[src/rtl/memory_arbiter_pkg.sv]
// Shared constants and FSM state encoding for the two-port data-memory arbiter.
package memory_arbiter_pkg;
   localparam int ADDR_W = 6;
   localparam int DATA_W = 8;
   localparam int DEPTH  = 50;

   typedef enum logic [1:0] {IDLE, ISSUE, RESP} state_t;
endpackage

[src/rtl/memory_arbiter_if.sv]
// Requester handshake plus data-memory strobe bundle for memory_arbiter.
interface memory_arbiter_if #(
   parameter int ADDR_W = memory_arbiter_pkg::ADDR_W,
   parameter int DATA_W = memory_arbiter_pkg::DATA_W
);
   logic [1:0]          req_valid;
   logic [1:0]          req_we;
   logic [2*ADDR_W-1:0] req_addr;
   logic [2*DATA_W-1:0] req_wdata;
   logic [1:0]          req_ready;
   logic [1:0]          rsp_valid;
   logic [DATA_W-1:0]   rsp_rdata;
   logic                rsp_err;
   logic                mem_write;
   logic                mem_read;
   logic [ADDR_W-1:0]   mem_endereco;
   logic [DATA_W-1:0]   mem_valor_escrita;
   logic [DATA_W-1:0]   mem_valor_saida;

   modport slave (
      input  req_valid, req_we, req_addr, req_wdata, mem_valor_saida,
      output req_ready, rsp_valid, rsp_rdata, rsp_err,
             mem_write, mem_read, mem_endereco, mem_valor_escrita
   );
   modport master (
      output req_valid, req_we, req_addr, req_wdata, mem_valor_saida,
      input  req_ready, rsp_valid, rsp_rdata, rsp_err,
             mem_write, mem_read, mem_endereco, mem_valor_escrita
   );
endinterface

[src/rtl/memory_arbiter_rr.sv]
// Two-way round-robin grant with the last_grant register; on conflict the
// port that did not win last time is chosen.
module rr_arbiter_2 (
   input  logic       clk,
   input  logic       rst_n,
   input  logic [1:0] req,
   input  logic       update,
   output logic [1:0] gnt
);
   logic last_grant;

   always_comb begin
      gnt = 2'b00;
      case (req)
         2'b01:   gnt = 2'b01;
         2'b10:   gnt = 2'b10;
         2'b11:   gnt = last_grant ? 2'b01 : 2'b10;
         default: gnt = 2'b00;
      endcase
   end

   // Resets to port 1 so port 0 takes the first conflict.
   always_ff @(posedge clk or negedge rst_n) begin
      if (!rst_n)      last_grant <= 1'b1;
      else if (update) last_grant <= gnt[1];
   end
endmodule

[src/rtl/memory_arbiter.sv]
// Accept -> issue one memory strobe -> respond; one transaction per 3 cycles.
import memory_arbiter_pkg::*;

module memory_arbiter #(
   parameter int ADDR_W = memory_arbiter_pkg::ADDR_W,
   parameter int DATA_W = memory_arbiter_pkg::DATA_W,
   parameter int DEPTH  = memory_arbiter_pkg::DEPTH
) (
   input logic              clk,
   input logic              rst_n,
   memory_arbiter_if.slave  bus
);
   localparam logic [ADDR_W:0] LIMIT = (ADDR_W+1)'(DEPTH);

   state_t            state;
   logic [1:0]        gnt;
   logic              accept, sel, sel_we, sel_err;
   logic [ADDR_W-1:0] sel_addr;
   logic [DATA_W-1:0] sel_wdata;
   logic              lat_port, lat_we, lat_err;

   rr_arbiter_2 u_rr (
      .clk    (clk),
      .rst_n  (rst_n),
      .req    (bus.req_valid),
      .update (accept),
      .gnt    (gnt)
   );

   assign accept    = (state == IDLE) && (|gnt);
   assign sel       = gnt[1];
   assign sel_we    = sel ? bus.req_we[1] : bus.req_we[0];
   assign sel_addr  = sel ? bus.req_addr[2*ADDR_W-1:ADDR_W] : bus.req_addr[ADDR_W-1:0];
   assign sel_wdata = sel ? bus.req_wdata[2*DATA_W-1:DATA_W] : bus.req_wdata[DATA_W-1:0];
   assign sel_err   = {1'b0, sel_addr} >= LIMIT;

   // Ready is combinational but held low while reset is asserted.
   assign bus.req_ready = (accept && rst_n) ? gnt : 2'b00;
   assign bus.rsp_rdata = (state == RESP && !lat_we && !lat_err) ? bus.mem_valor_saida : '0;

   always_ff @(posedge clk or negedge rst_n) begin
      if (!rst_n) begin
         state                 <= IDLE;
         lat_port              <= 1'b0;
         lat_we                <= 1'b0;
         lat_err               <= 1'b0;
         bus.mem_write         <= 1'b0;
         bus.mem_read          <= 1'b0;
         bus.mem_endereco      <= '0;
         bus.mem_valor_escrita <= '0;
         bus.rsp_valid         <= 2'b00;
         bus.rsp_err           <= 1'b0;
      end else begin
         case (state)
            IDLE: if (accept) begin
               state                 <= ISSUE;
               lat_port              <= sel;
               lat_we                <= sel_we;
               lat_err               <= sel_err;
               bus.mem_write         <= sel_we & ~sel_err;
               bus.mem_read          <= ~sel_we & ~sel_err;
               bus.mem_endereco      <= sel_addr;
               bus.mem_valor_escrita <= sel_wdata;
            end
            ISSUE: begin
               state                 <= RESP;
               bus.mem_write         <= 1'b0;
               bus.mem_read          <= 1'b0;
               bus.mem_endereco      <= '0;
               bus.mem_valor_escrita <= '0;
               bus.rsp_valid         <= lat_port ? 2'b10 : 2'b01;
               bus.rsp_err           <= lat_err;
            end
            RESP: begin
               state         <= IDLE;
               bus.rsp_valid <= 2'b00;
               bus.rsp_err   <= 1'b0;
            end
            default: state <= IDLE;
         endcase
      end
   end
endmodule
[src/flat_wrapper.sv]
// flat-port wrapper written by rule: the top's interface ports become plain ports
module memory_arbiter_flat 
#(
   parameter int ADDR_W = memory_arbiter_pkg::ADDR_W,
   parameter int DATA_W = memory_arbiter_pkg::DATA_W,
   parameter int DEPTH  = memory_arbiter_pkg::DEPTH
)
  (clk, rst_n, bus_req_valid, bus_req_we, bus_req_addr, bus_req_wdata, bus_mem_valor_saida, bus_req_ready, bus_rsp_valid, bus_rsp_rdata, bus_rsp_err, bus_mem_write, bus_mem_read, bus_mem_endereco, bus_mem_valor_escrita);
  memory_arbiter_if #(.ADDR_W(ADDR_W), .DATA_W(DATA_W)) bus_i ();
  input logic clk;
  input logic rst_n;
  input wire logic [$bits(bus_i.req_valid)-1:0] bus_req_valid;
  input wire logic [$bits(bus_i.req_we)-1:0] bus_req_we;
  input wire logic [$bits(bus_i.req_addr)-1:0] bus_req_addr;
  input wire logic [$bits(bus_i.req_wdata)-1:0] bus_req_wdata;
  input wire logic [$bits(bus_i.mem_valor_saida)-1:0] bus_mem_valor_saida;
  output wire logic [$bits(bus_i.req_ready)-1:0] bus_req_ready;
  output wire logic [$bits(bus_i.rsp_valid)-1:0] bus_rsp_valid;
  output wire logic [$bits(bus_i.rsp_rdata)-1:0] bus_rsp_rdata;
  output wire logic [$bits(bus_i.rsp_err)-1:0] bus_rsp_err;
  output wire logic [$bits(bus_i.mem_write)-1:0] bus_mem_write;
  output wire logic [$bits(bus_i.mem_read)-1:0] bus_mem_read;
  output wire logic [$bits(bus_i.mem_endereco)-1:0] bus_mem_endereco;
  output wire logic [$bits(bus_i.mem_valor_escrita)-1:0] bus_mem_valor_escrita;
  assign bus_i.req_valid = bus_req_valid;
  assign bus_i.req_we = bus_req_we;
  assign bus_i.req_addr = bus_req_addr;
  assign bus_i.req_wdata = bus_req_wdata;
  assign bus_i.mem_valor_saida = bus_mem_valor_saida;
  assign bus_req_ready = bus_i.req_ready;
  assign bus_rsp_valid = bus_i.rsp_valid;
  assign bus_rsp_rdata = bus_i.rsp_rdata;
  assign bus_rsp_err = bus_i.rsp_err;
  assign bus_mem_write = bus_i.mem_write;
  assign bus_mem_read = bus_i.mem_read;
  assign bus_mem_endereco = bus_i.mem_endereco;
  assign bus_mem_valor_escrita = bus_i.mem_valor_escrita;
  memory_arbiter #(.ADDR_W(ADDR_W), .DATA_W(DATA_W), .DEPTH(DEPTH)) u_core (.clk(clk), .rst_n(rst_n), .bus(bus_i));
endmodule
[config.mk]
export PLATFORM = sky130hd
export DESIGN_NAME = memory_arbiter_flat
export DESIGN_NICKNAME = d
export VERILOG_FILES = /design/src/rtl/memory_arbiter_pkg.sv /design/src/rtl/memory_arbiter_if.sv /design/src/rtl/memory_arbiter_rr.sv /design/src/rtl/memory_arbiter.sv /design/src/flat_wrapper.sv
export SDC_FILE = /design/constraint.sdc
export NUM_CORES = 1
export LEC_CHECK = 0
export ABC_AREA = 1
export CAP_MARGIN = 20
export CORE_UTILIZATION = 36
export DETAILED_ROUTE_END_ITERATION = 6
export GPL_TIMING_DRIVEN = 0
export PLACE_DENSITY = 0.76
export SLEW_MARGIN = 30
export SYNTH_ARGS = -nofsm -noshare
export SYNTH_HDL_FRONTEND = slang
export SYNTH_SLANG_ARGS = --single-unit
[constraint.sdc]
create_clock -name clk -period 1.5 [get_ports clk]
set_clock_uncertainty 0.15 [all_clocks]
set_input_delay 0.375 -clock clk [delete_from_list [all_inputs] [get_ports clk]]
set_output_delay 0.375 -clock clk [all_outputs]
set_load 0.005 [all_outputs]
Word level (Yosys, flattened, before mapping)
Index checks and enable logic that the tools add are counted.
Operators by class
  shift-type cells: 0
  multiplexer cells: 20
  eq/ne operators: 6
  reduce and logical (&&, ||, !) cells: 12
  $mul: 0
  magnitude comparators: 1
  $add $sub $neg: 0
  bitwise operators: 4
  div/mod/pow operators: 0
Operators with widths (count)
  $mux W8: 3
  $pmux W8 S2: 1
  $mux W6: 2
  $pmux W6 S2: 1
  $mux W2: 4
  $pmux W2 S2: 2
  $eq A2 B2 Y1 const B: 3
  $ge A6 B6 Y1 const B: 1
  $pmux W1 S2: 3
  $pmux W2 S3: 1
  $eq A2 B1 Y1 const B: 2
  $logic_and A1 B1 Y1: 4
  $reduce_and A2 Y1: 2
  $reduce_bool A2 Y1: 2
  $mux W1: 3
  $and A1 B1 Y1: 2
  $logic_not A1 Y1: 2
  $logic_not A2 Y1: 1
  $ne A2 B1 Y1 const B: 1
  $not A1 Y1: 2
  $reduce_or A2 Y1: 1
Storage, ports and cells
  bits in writable memories: 0
  bits of input ports: 42
  memories: 0
  output and inout port bits: 29
  bits in read-only memories: 0
  latch bits: 0
  flip-flop bits (word level): 25

Longest topological paths before layout
Gate-level depths: netlist of run 1.
  depth in word-level cells: 8
  mapped depth: 9
  depth with buffers taken out: 8

Cells and area by module
From an unflattened synthesis of run 1, not the netlist that was laid out.
Second synthesis, totals
  cell total of the unflattened synthesis: 182
  area, all modules: 1437.6 um2
Modules (own cells, without submodules)
  memory_arbiter: times used 1, cells each 173, area an instance 1373.8 um2
  rr_arbiter_2: times used 1, cells each 9, area an instance 63.8 um2

Worst setup path before layout of run 1
No wires, ideal clock.
  path type: reg2reg
  start: register u_core.state[0]
  end: register u_core.bus.mem_write
  setup slack: 0.008 ns
  period minus slack after synthesis: 1.492 ns
  cell stages (with the launch flop): 9
  arrival time: 1.277 ns
  path buffers: 0
  cells stage by stage: dfrtp_1 inv_1 ha_1 inv_2 nor2_2 nand2_1 a21oi_1 nand2_1 nand2_1
On the way
  word-level cells in the longest chain between the ends: 4
Ends and longest elaborated chain
  start, declared: RTL line memory_arbiter.sv:15  | state_t state;
  start signal, assigned: RTL line memory_arbiter.sv:43  | state <= IDLE;
  start signal, assigned: RTL line memory_arbiter.sv:56  | state <= ISSUE;
  start signal, assigned: RTL line memory_arbiter.sv:66  | state <= RESP;
  $logic_not A2 Y1: RTL line memory_arbiter.sv:30, memory_arbiter.sv:54
  $logic_and A1 B1 Y1: RTL line memory_arbiter.sv:30  | assign accept = (state == IDLE) && (|gnt);
  $ne A2 B1 Y1 (no source line)
  $reduce_and A2 Y1 (no source line)
  end signal, assigned: RTL line memory_arbiter.sv:60  | bus.mem_write <= sel_we & ~sel_err;
  end, declared: RTL line memory_arbiter_if.sv:23  | mem_write, mem_read, mem_endereco, mem_valor_escrita
Parallel ways exist; a longest one is shown, timed or not.
A chain may end at the register's enable or synchronous reset.

Worst setup path after layout of run 1
  start: register u_core.state[0]
  end: output port bus_rsp_rdata[0]
On the way
  word-level cells in the longest chain between the ends: 4
Ends and longest elaborated chain
  $eq A2 B2 Y1: RTL line memory_arbiter.sv:39  | assign bus.rsp_rdata = (state == RESP && !lat_we && !lat_err) ? bus.mem_valor_saida : '0;
  $logic_and A1 B1 Y1 (2 in series): RTL line memory_arbiter.sv:39
  $mux W8: RTL line memory_arbiter.sv:39
  end, declared: RTL line flat_wrapper.sv:19  | output wire logic [$bits(bus_i.rsp_rdata)-1:0] bus_rsp_rdata;
Every way passes these cells.

==> flow_metrics.env, run 1 <==
export IMPL_status="finished, violations left"
export IMPL_violations="hold timing, setup timing"
export IMPL_drt_pass1_iterations=4
export IMPL_path_clk_slew_ns=0.09
export IMPL_synth_cell_area_um2=1396
export IMPL_gr_total_overflow=0
export IMPL_wl_mm=4.257
export IMPL_ys_seq_elements=25
export IMPL_finalMaxSlewViolations=0
export IMPL_die_area_um2=4132
export IMPL_synth_most_common_cell="nand2_1"
export IMPL_drc=0
export IMPL_crit_slowest_cell="dfrtp_1"
export IMPL_ir_drop_v=0.0009862
export IMPL_area_growth_synth_to_final_pct=82.80
export IMPL_holdWs_ns=-0.1609
export IMPL_synth_cells=180
export IMPL_r2r_start="u_core.state[0]$_DFFE_PN0P_"
export IMPL_multi_input_area_um2=773.2
export IMPL_yosys_top_cells_area="dfrtp_1 (43%), nand2_1 (13%), inv_1 (9.4%)"
export IMPL_fillers=298
export IMPL_synth_mux_area_share_pct=0
export IMPL_syn_area_per_cell_um2=7.757
export IMPL_die_y_um=64.28
export IMPL_worst_slack_ns=-0.5494
export IMPL_worst_ep_required_time_ns=0.97
export IMPL_initial_utilization_pct=37.86
export IMPL_r2r_slack_ns=-0.32
export IMPL_first_iter_violations=85
export IMPL_drive_gt1_share_pct=34.77
export IMPL_num_antenna_cells=0
export IMPL_grtUsageTotal_pct=22.19
export IMPL_yosys_top_cells_count="nand2_1 (47), inv_1 (35), dfrtp_1 (24), nor2_1 (12), o21ai_1 (10)"
export IMPL_yosys_warnings=0
export IMPL_avgViaCountPerCell=4.642
export IMPL_synth_compound_area_share_pct=14.16
export IMPL_r2r_cells=9
export IMPL_ys_flop_type="dfrtp_1"
export IMPL_gp_congestion=0.7750
export IMPL_cts_root_buffer="clkbuf_8"
export IMPL_max_cap_violations=0
export IMPL_grt_pass1_vias=1489
export IMPL_portBuffers=69
export IMPL_cts_buffer_depth=2
export IMPL_slew_headroom_pct=77.99
export IMPL_arrival_ns=1.52
export IMPL_power_leakage_nw=1.313
export IMPL_ys_types=26
export IMPL_worst_setup_path_end_kind="primary output"
export IMPL_slowest_delay_ns=0.41
export IMPL_criticalPathCategory="register to primary output"
export IMPL_avgRoutedWirePerCell_um=13.02
export IMPL_cp_max_fo=4
export IMPL_antenna_found_initial=0
export IMPL_rows=22
export IMPL_grt_max_degree=27
export IMPL_grt_pass1_wl_mm=7.044
export IMPL_critPathLaunchType="register"
export IMPL_rr_endpoint="u_core.bus.mem_valor_escrita[7]$_DFFE_PN0P_"
export IMPL_synth_edf_count=0
export IMPL_synth_top_area_share_pct=43.01
export IMPL_place_hpwl_mm=2.533
export IMPL_cts_tree="yes"
export IMPL_clkLatencyLatePin_ns=0.28
export IMPL_synth_adder_area_share_pct=2.688
export IMPL_ios=71
export IMPL_final_cells=327
export IMPL_htreeDepth=1
export IMPL_synth_top_family_by_area="simple AND/OR/NAND/NOR gates"
export IMPL_tightestPinTransition_ns=0.3301
export IMPL_core_um2=3689
export IMPL_dpl_worst_slack_ns=-0.8185
export IMPL_fmax_ghz=0.4880
export IMPL_rsz0062_at_grt="yes"
export IMPL_yosysTopAreaCell="dfrtp_1"
export IMPL_cts_made_buffers=3
export IMPL_async_flop_share_pct=100.0
export IMPL_ys_seq_area_share_pct=44.89
export IMPL_finalSetupViolations=30
export IMPL_dp_cells=297
export IMPL_min_path_type="input port to asynchronous set/reset pin"
export IMPL_regArea_um2=626.9
export IMPL_synth_xor_area_share_pct=0
export IMPL_powerDensity_nw_per_um2=1717
export IMPL_via_count=1518
export IMPL_period_minus_slack_ns=2.049
export IMPL_layout_nets=325
export IMPL_crit_chain="inv_2, ha_4, inv_4, nor2_4, nand2_4, buf_6, buf_6, nor2_4, buf_2"
export IMPL_period_share_pct=136.6
export IMPL_hold_viol=24
export IMPL_syn_num_nets=225
export IMPL_synth_simple_gate_area_share_pct=25.27
export IMPL_clock_sink_count=25
export IMPL_die_x_um=64.28
export IMPL_drtAntennaViolNets=0
[flip-flops by register name (all words and copies together) (netlist names)]
signal / flops
u_core.bus.rsp_err: 1
u_core.lat_port: 1
u_core.state: 2
u_core.lat_we: 1
u_core.u_rr.last_grant: 1
u_core.bus.mem_write: 1
u_core.bus.mem_endereco: 6
u_core.bus.rsp_valid: 2
u_core.bus.mem_read: 1
u_core.lat_err: 1
u_core.bus.mem_valor_escrita: 8
[critical path: cells and delay by family (launching register included)]
kind	cells	cell delay (ns)
buf+inv	5	0.47
flops	1	0.41
simple gates	3	0.21
fa+ha+maj	1	0.15
[final cells by class]
cell class,count,share of cell area [%]
timing repair buffer,95,33.19
clock buffer,3,1.618
inverter,37,5.833
tap,48,2.353
buffer,5,1.961
sequential,25,24.56
multi-input combinational,113,30.29
clock inverter,1,0.1961
[metal layers]
| layer | track usage (%) | vias to the layer above | part of all wire (%) |
|---|---|---|---|
| li1 | - | 759 | - |
| met3 | 3.214 | 9 | 4.0 |
| met4 | 9.444 | 0 | 2.3 |
| met5 | 0 | - | 0 |
| met2 | 37.76 | 47 | 50 |
| met1 | 27.73 | 703 | 43 |
[layout by cell type (no fill, tap or decap), types with 2 or more instances in the layout]
cell and n:
o21ai_0 3, o21ai_1 9, dfrtp_1 24, nand2_1 29, o211ai_1 9, clkdlybuf4s50_1 38, nand3_1 4, buf_6 11
inv_4 2, nand3_2 3, inv_1 32, nor2_2 2, nand2_4 8, clkdlybuf4s15_1 4, o22ai_1 2, nor2_1 6
ha_4 2, nand3b_1 3, clkbuf_8 3, buf_4 19, nor2_4 6, dlygate4sd2_1 16, a21oi_1 2, o21ai_2 5
nand2_2 15, buf_2 11, inv_2 2
[cell families (layout without fill, tap and decap cells)]
group	count (synthesis)	in the layout
AND/OR/NAND/NOR	77	77
buffers and inverters	42	141
AO/OA/AOI/OAI	33	33
flip-flops	25	25
adder cells (fa/ha/maj)	3	3
[worst max path at each step]
| stage | cells after the start | startpoint | end | slack [ns] |
|---|---|---|---|---|
| after global routing | 9 | u_core.state[0]$_DFFE_PN0P_ | bus_rsp_rdata[0] | -0.61 |
| after detailed placement | 5 | bus_req_valid[0] | bus_req_ready[1] | -0.82 |
| final | 9 | u_core.state[0]$_DFFE_PN0P_ | bus_rsp_rdata[0] | -0.55 |
| after CTS | 9 | u_core.state[0]$_DFFE_PN0P_ | bus_rsp_rdata[0] | -0.57 |
| after global placement | 4 | rst_n | bus_req_ready[0] | -1.59 |
| after floorplan | 8 | u_core.state[0]$_DFFE_PN0P_ | u_core.bus.mem_write$_DFFE_PN0P_ | 0.008 |
[power by group]
group	switching [W]	leakage (nW)	internal [W]
combinational	0.00134	0.974	0.00143
clock	0.000229	0.0255	0.000187
sequential	0.000202	0.314	0.000992
total	0.00177	1.31	0.00261
[what timing repair did]
item,CTS,global route
pin swaps,11,14
gates resized for setup,96,43
setup endpoints to repair,49,33
hold endpoints to repair,24,24
cloned,2,0
buffers inserted,24,8
[per-stage QoR]
stage / cell area, µm² / hold WS (ns) / TNS, ns / utilization [%] / total power [W]
finish: 2552 / -0.1609 / -9.592 / 69.20 / 0.004383
global route: 2552 / -0.1420 / -11.38 / 69.20 / 0.004705
CTS: 2429 / -0.1521 / -7.499 / 65.84 / 0.003982
detailed placement: 2142 / 0.2524 / -13.84 / 58.07 / 0.002980
global placement: 2147 / 0.2985 / -25.47 / 58.21 / 0.002941
floorplan: 1396 / -0.07059 / 0 / - / 0.002129
Power figures use the tool's default switching activity.
==> run 2: changes to the inputs <==
Settings changed: CAP_MARGIN 20 to 0.
==> results of run 2 <==
No change in the layout: final DEF, timing and power equal those of run 1.
==> run 3: changes to the inputs <==
Settings changed: ABC_CLOCK_PERIOD_IN_PS from default to 1500, SKIP_CTS_REPAIR_TIMING from default to 1.
==> run 3 against run 2 <==
The run still ends with hold timing, setup timing left. Count of clock-buffer cells in the layout unchanged. Worst hold slack better by 0.033 ns. Sequential share of layout area up 0.13 points. Maximum frequency up 3.2%. Die area unchanged. Largest power group unchanged. Global-route usage down 4.4 points. Largest cell class unchanged.
==> flow_metrics.env, run 3 (same netlist as run 1, synthesis figures left out) <==
export IMPL_grt_pass1_vias=1260
export IMPL_drtAntennaViolNets=0
export IMPL_gr_total_overflow=0
export IMPL_largest_reg_flops=8
export IMPL_p_switching_w=0.001607
export IMPL_portBuffers=69
export IMPL_grt_max_degree=27
export IMPL_critical_path_top_delay_family="flip-flops"
export IMPL_criticalPathCategory="register to primary output"
export IMPL_tightestPinTransition_ns=0.3597
export IMPL_power_w=0.004216
export IMPL_layout_nets=322
export IMPL_ir_drop_v=0.0008180
export IMPL_drt_pass1_iterations=4
export IMPL_htreeDepth=1
export IMPL_finalMaxSlewViolations=0
export IMPL_period_share_pct=132.4
export IMPL_worst_setup_path_end_kind="primary output"
export IMPL_arrival_ns=1.46
export IMPL_drive_gt1_share_pct=27.54
export IMPL_power_leakage_nw=1.482
export IMPL_avgRoutedWirePerCell_um=12.40
export IMPL_hold_viol=24
export IMPL_cts_buffer_depth=2
export IMPL_power_share_clock_pct=9.9
export IMPL_rsz0062_at_grt="yes"
export IMPL_gp_congestion=0.7750
export IMPL_cts_made_buffers=3
export IMPL_worst_slack_ns=-0.4862
export IMPL_reg_largest_list="u_core.bus.mem_valor_escrita x8, u_core.bus.mem_endereco x6"
export IMPL_cts_root_buffer="clkbuf_8"
export IMPL_crit_slowest_cell="dfrtp_1"
export IMPL_crit_chain="inv_2, ha_4, inv_4, nor2_4, nand2_4, nor2_2, buf_2"
export IMPL_cp_max_fo=8
export IMPL_p_seq_share_pct=27.6
export IMPL_num_antenna_cells=0
export IMPL_final_common_cell="nand2_1"
export IMPL_rows=22
export IMPL_die_area_um2=4132
export IMPL_crit_path_start="u_core.state[0]$_DFFE_PN0P_"
export IMPL_initial_utilization_pct=37.86
export IMPL_rr_endpoint="u_core.bus.mem_valor_escrita[4]$_DFFE_PN0P_"
export IMPL_die_x_um=64.28
export IMPL_clkLatencyLatePin_ns=0.28
export IMPL_wl_mm=4.017
export IMPL_final_cells=324
export IMPL_place_hpwl_mm=2.533
export IMPL_power_internal_w=0.002609
export IMPL_largest_register="u_core.bus.mem_valor_escrita"
export IMPL_slew_headroom_pct=76.02
export IMPL_avgViaCountPerCell=4.664
export IMPL_powerDensity_nw_per_um2=1661
export IMPL_path_clk_slew_ns=0.09
export IMPL_worst_ep_required_time_ns=0.97
export IMPL_status="finished, violations left"
export IMPL_via_count=1511
export IMPL_path_buf_inv=3
export IMPL_fin_util_pct=68.83
export IMPL_final_cell_mix="nand2_1 (44), clkdlybuf4s50_1 (38), inv_1 (32), dfrtp_1 (24), dlymetal6s2s_1 (20)"
export IMPL_grtUsageTotal_pct=17.81
export IMPL_finalSetupViolations=27
export IMPL_holdWs_ns=-0.1283
export IMPL_max_cap_violations=0
export IMPL_slowest_delay_ns=0.43
export IMPL_r2r_cells=9
export IMPL_r2r_slack_ns=-0.15
export IMPL_cp_num_cells=7
export IMPL_dp_cells=297
export IMPL_clock_sink_count=25
export IMPL_pwr_share_comb_pct=62.6
export IMPL_min_path_type="input port to asynchronous set/reset pin"
export IMPL_r2r_start="u_core.state[0]$_DFFE_PN0P_"
export IMPL_first_iter_violations=52
export IMPL_antenna_found_initial=0
export IMPL_cts_tree="yes"
export IMPL_core_um2=3689
export IMPL_violations="hold timing, setup timing"
export IMPL_area_growth_synth_to_final_pct=81.81
export IMPL_grt_pass1_wl_mm=5.699
export IMPL_ios=71
export IMPL_fmax_ghz=0.5035
export IMPL_period_minus_slack_ns=1.986
export IMPL_die_y_um=64.28
export IMPL_switching_share_pct=38.11
export IMPL_critPathLaunchType="register"
export IMPL_drc=0
==> run 3: changes by cell type in the layout (fill, tap and decap cells not counted), sizes merged <==
cell	before	now
buf	42	33
clkinvlp	0	1
dlymetal6s2s	0	20
clkinv	2	1
dlygate4sd2	16	0
clkbuf	3	9
clkdlybuf4s15	4	0
==> run 3: power by group through the flow <==
| stage | sequential, W | clock [W] | combinational [W] |
|---|---|---|---|
| after floorplan | 0.00117 | 0 | 0.000960 |
| after global placement | 0.00116 | 0 | 0.00178 |
| after detailed placement | 0.00116 | 0 | 0.00182 |
| after CTS | 0.00115 | 0.000420 | 0.00183 |
| after global routing | 0.00119 | 0.000443 | 0.00287 |
| final | 0.00116 | 0.000416 | 0.00264 |
==> run 3: routing by layer <==
layer | wire length (µm) | GRT usage (%) | vias to the layer above
li1 | - | - | 754
met1 | 1710 | 21.71 | 696
met2 | 2047 | 31.05 | 51
met3 | 177 | 2.500 | 10
met4 | 82 | 7.500 | 0
met5 | 0 | 0 | -
==> run 3: layout make-up <==
class	instances	area, µm²
multi-input combinational	113	710.7
sequential	25	626.9
clock buffer	3	41.29
fill	297	1150
inverter	37	147.6
buffer	5	50.05
clock inverter	1	5.005
tap	48	60.06
timing repair buffer	92	897.1
==> run 3: worst max-delay path by stage <==
stage	end	slack, ns
after detailed placement	bus_req_ready[1]	-0.82
after floorplan	u_core.bus.mem_write$_DFFE_PN0P_	0.008
final	bus_rsp_rdata[3]	-0.49
after CTS	bus_rsp_rdata[3]	-0.94
after global routing	bus_rsp_rdata[2]	-0.55
after global placement	bus_req_ready[0]	-1.59
==> run 3: metrics by stage <==
| stage | TNS (ns) | setup slack (ns) | hold slack, ns | area (µm²) |
|---|---|---|---|---|
| global placement | -25.47 | -1.588 | 0.2985 | 2147 |
| floorplan | 0 | 0.008187 | -0.07059 | 1396 |
| global route | -8.141 | -0.5493 | -0.1024 | 2539 |
| CTS | -15.47 | -0.9371 | -0.04820 | 2188 |
| finish | -6.382 | -0.4862 | -0.1283 | 2539 |
| detailed placement | -13.84 | -0.8185 | 0.2524 | 2142 |
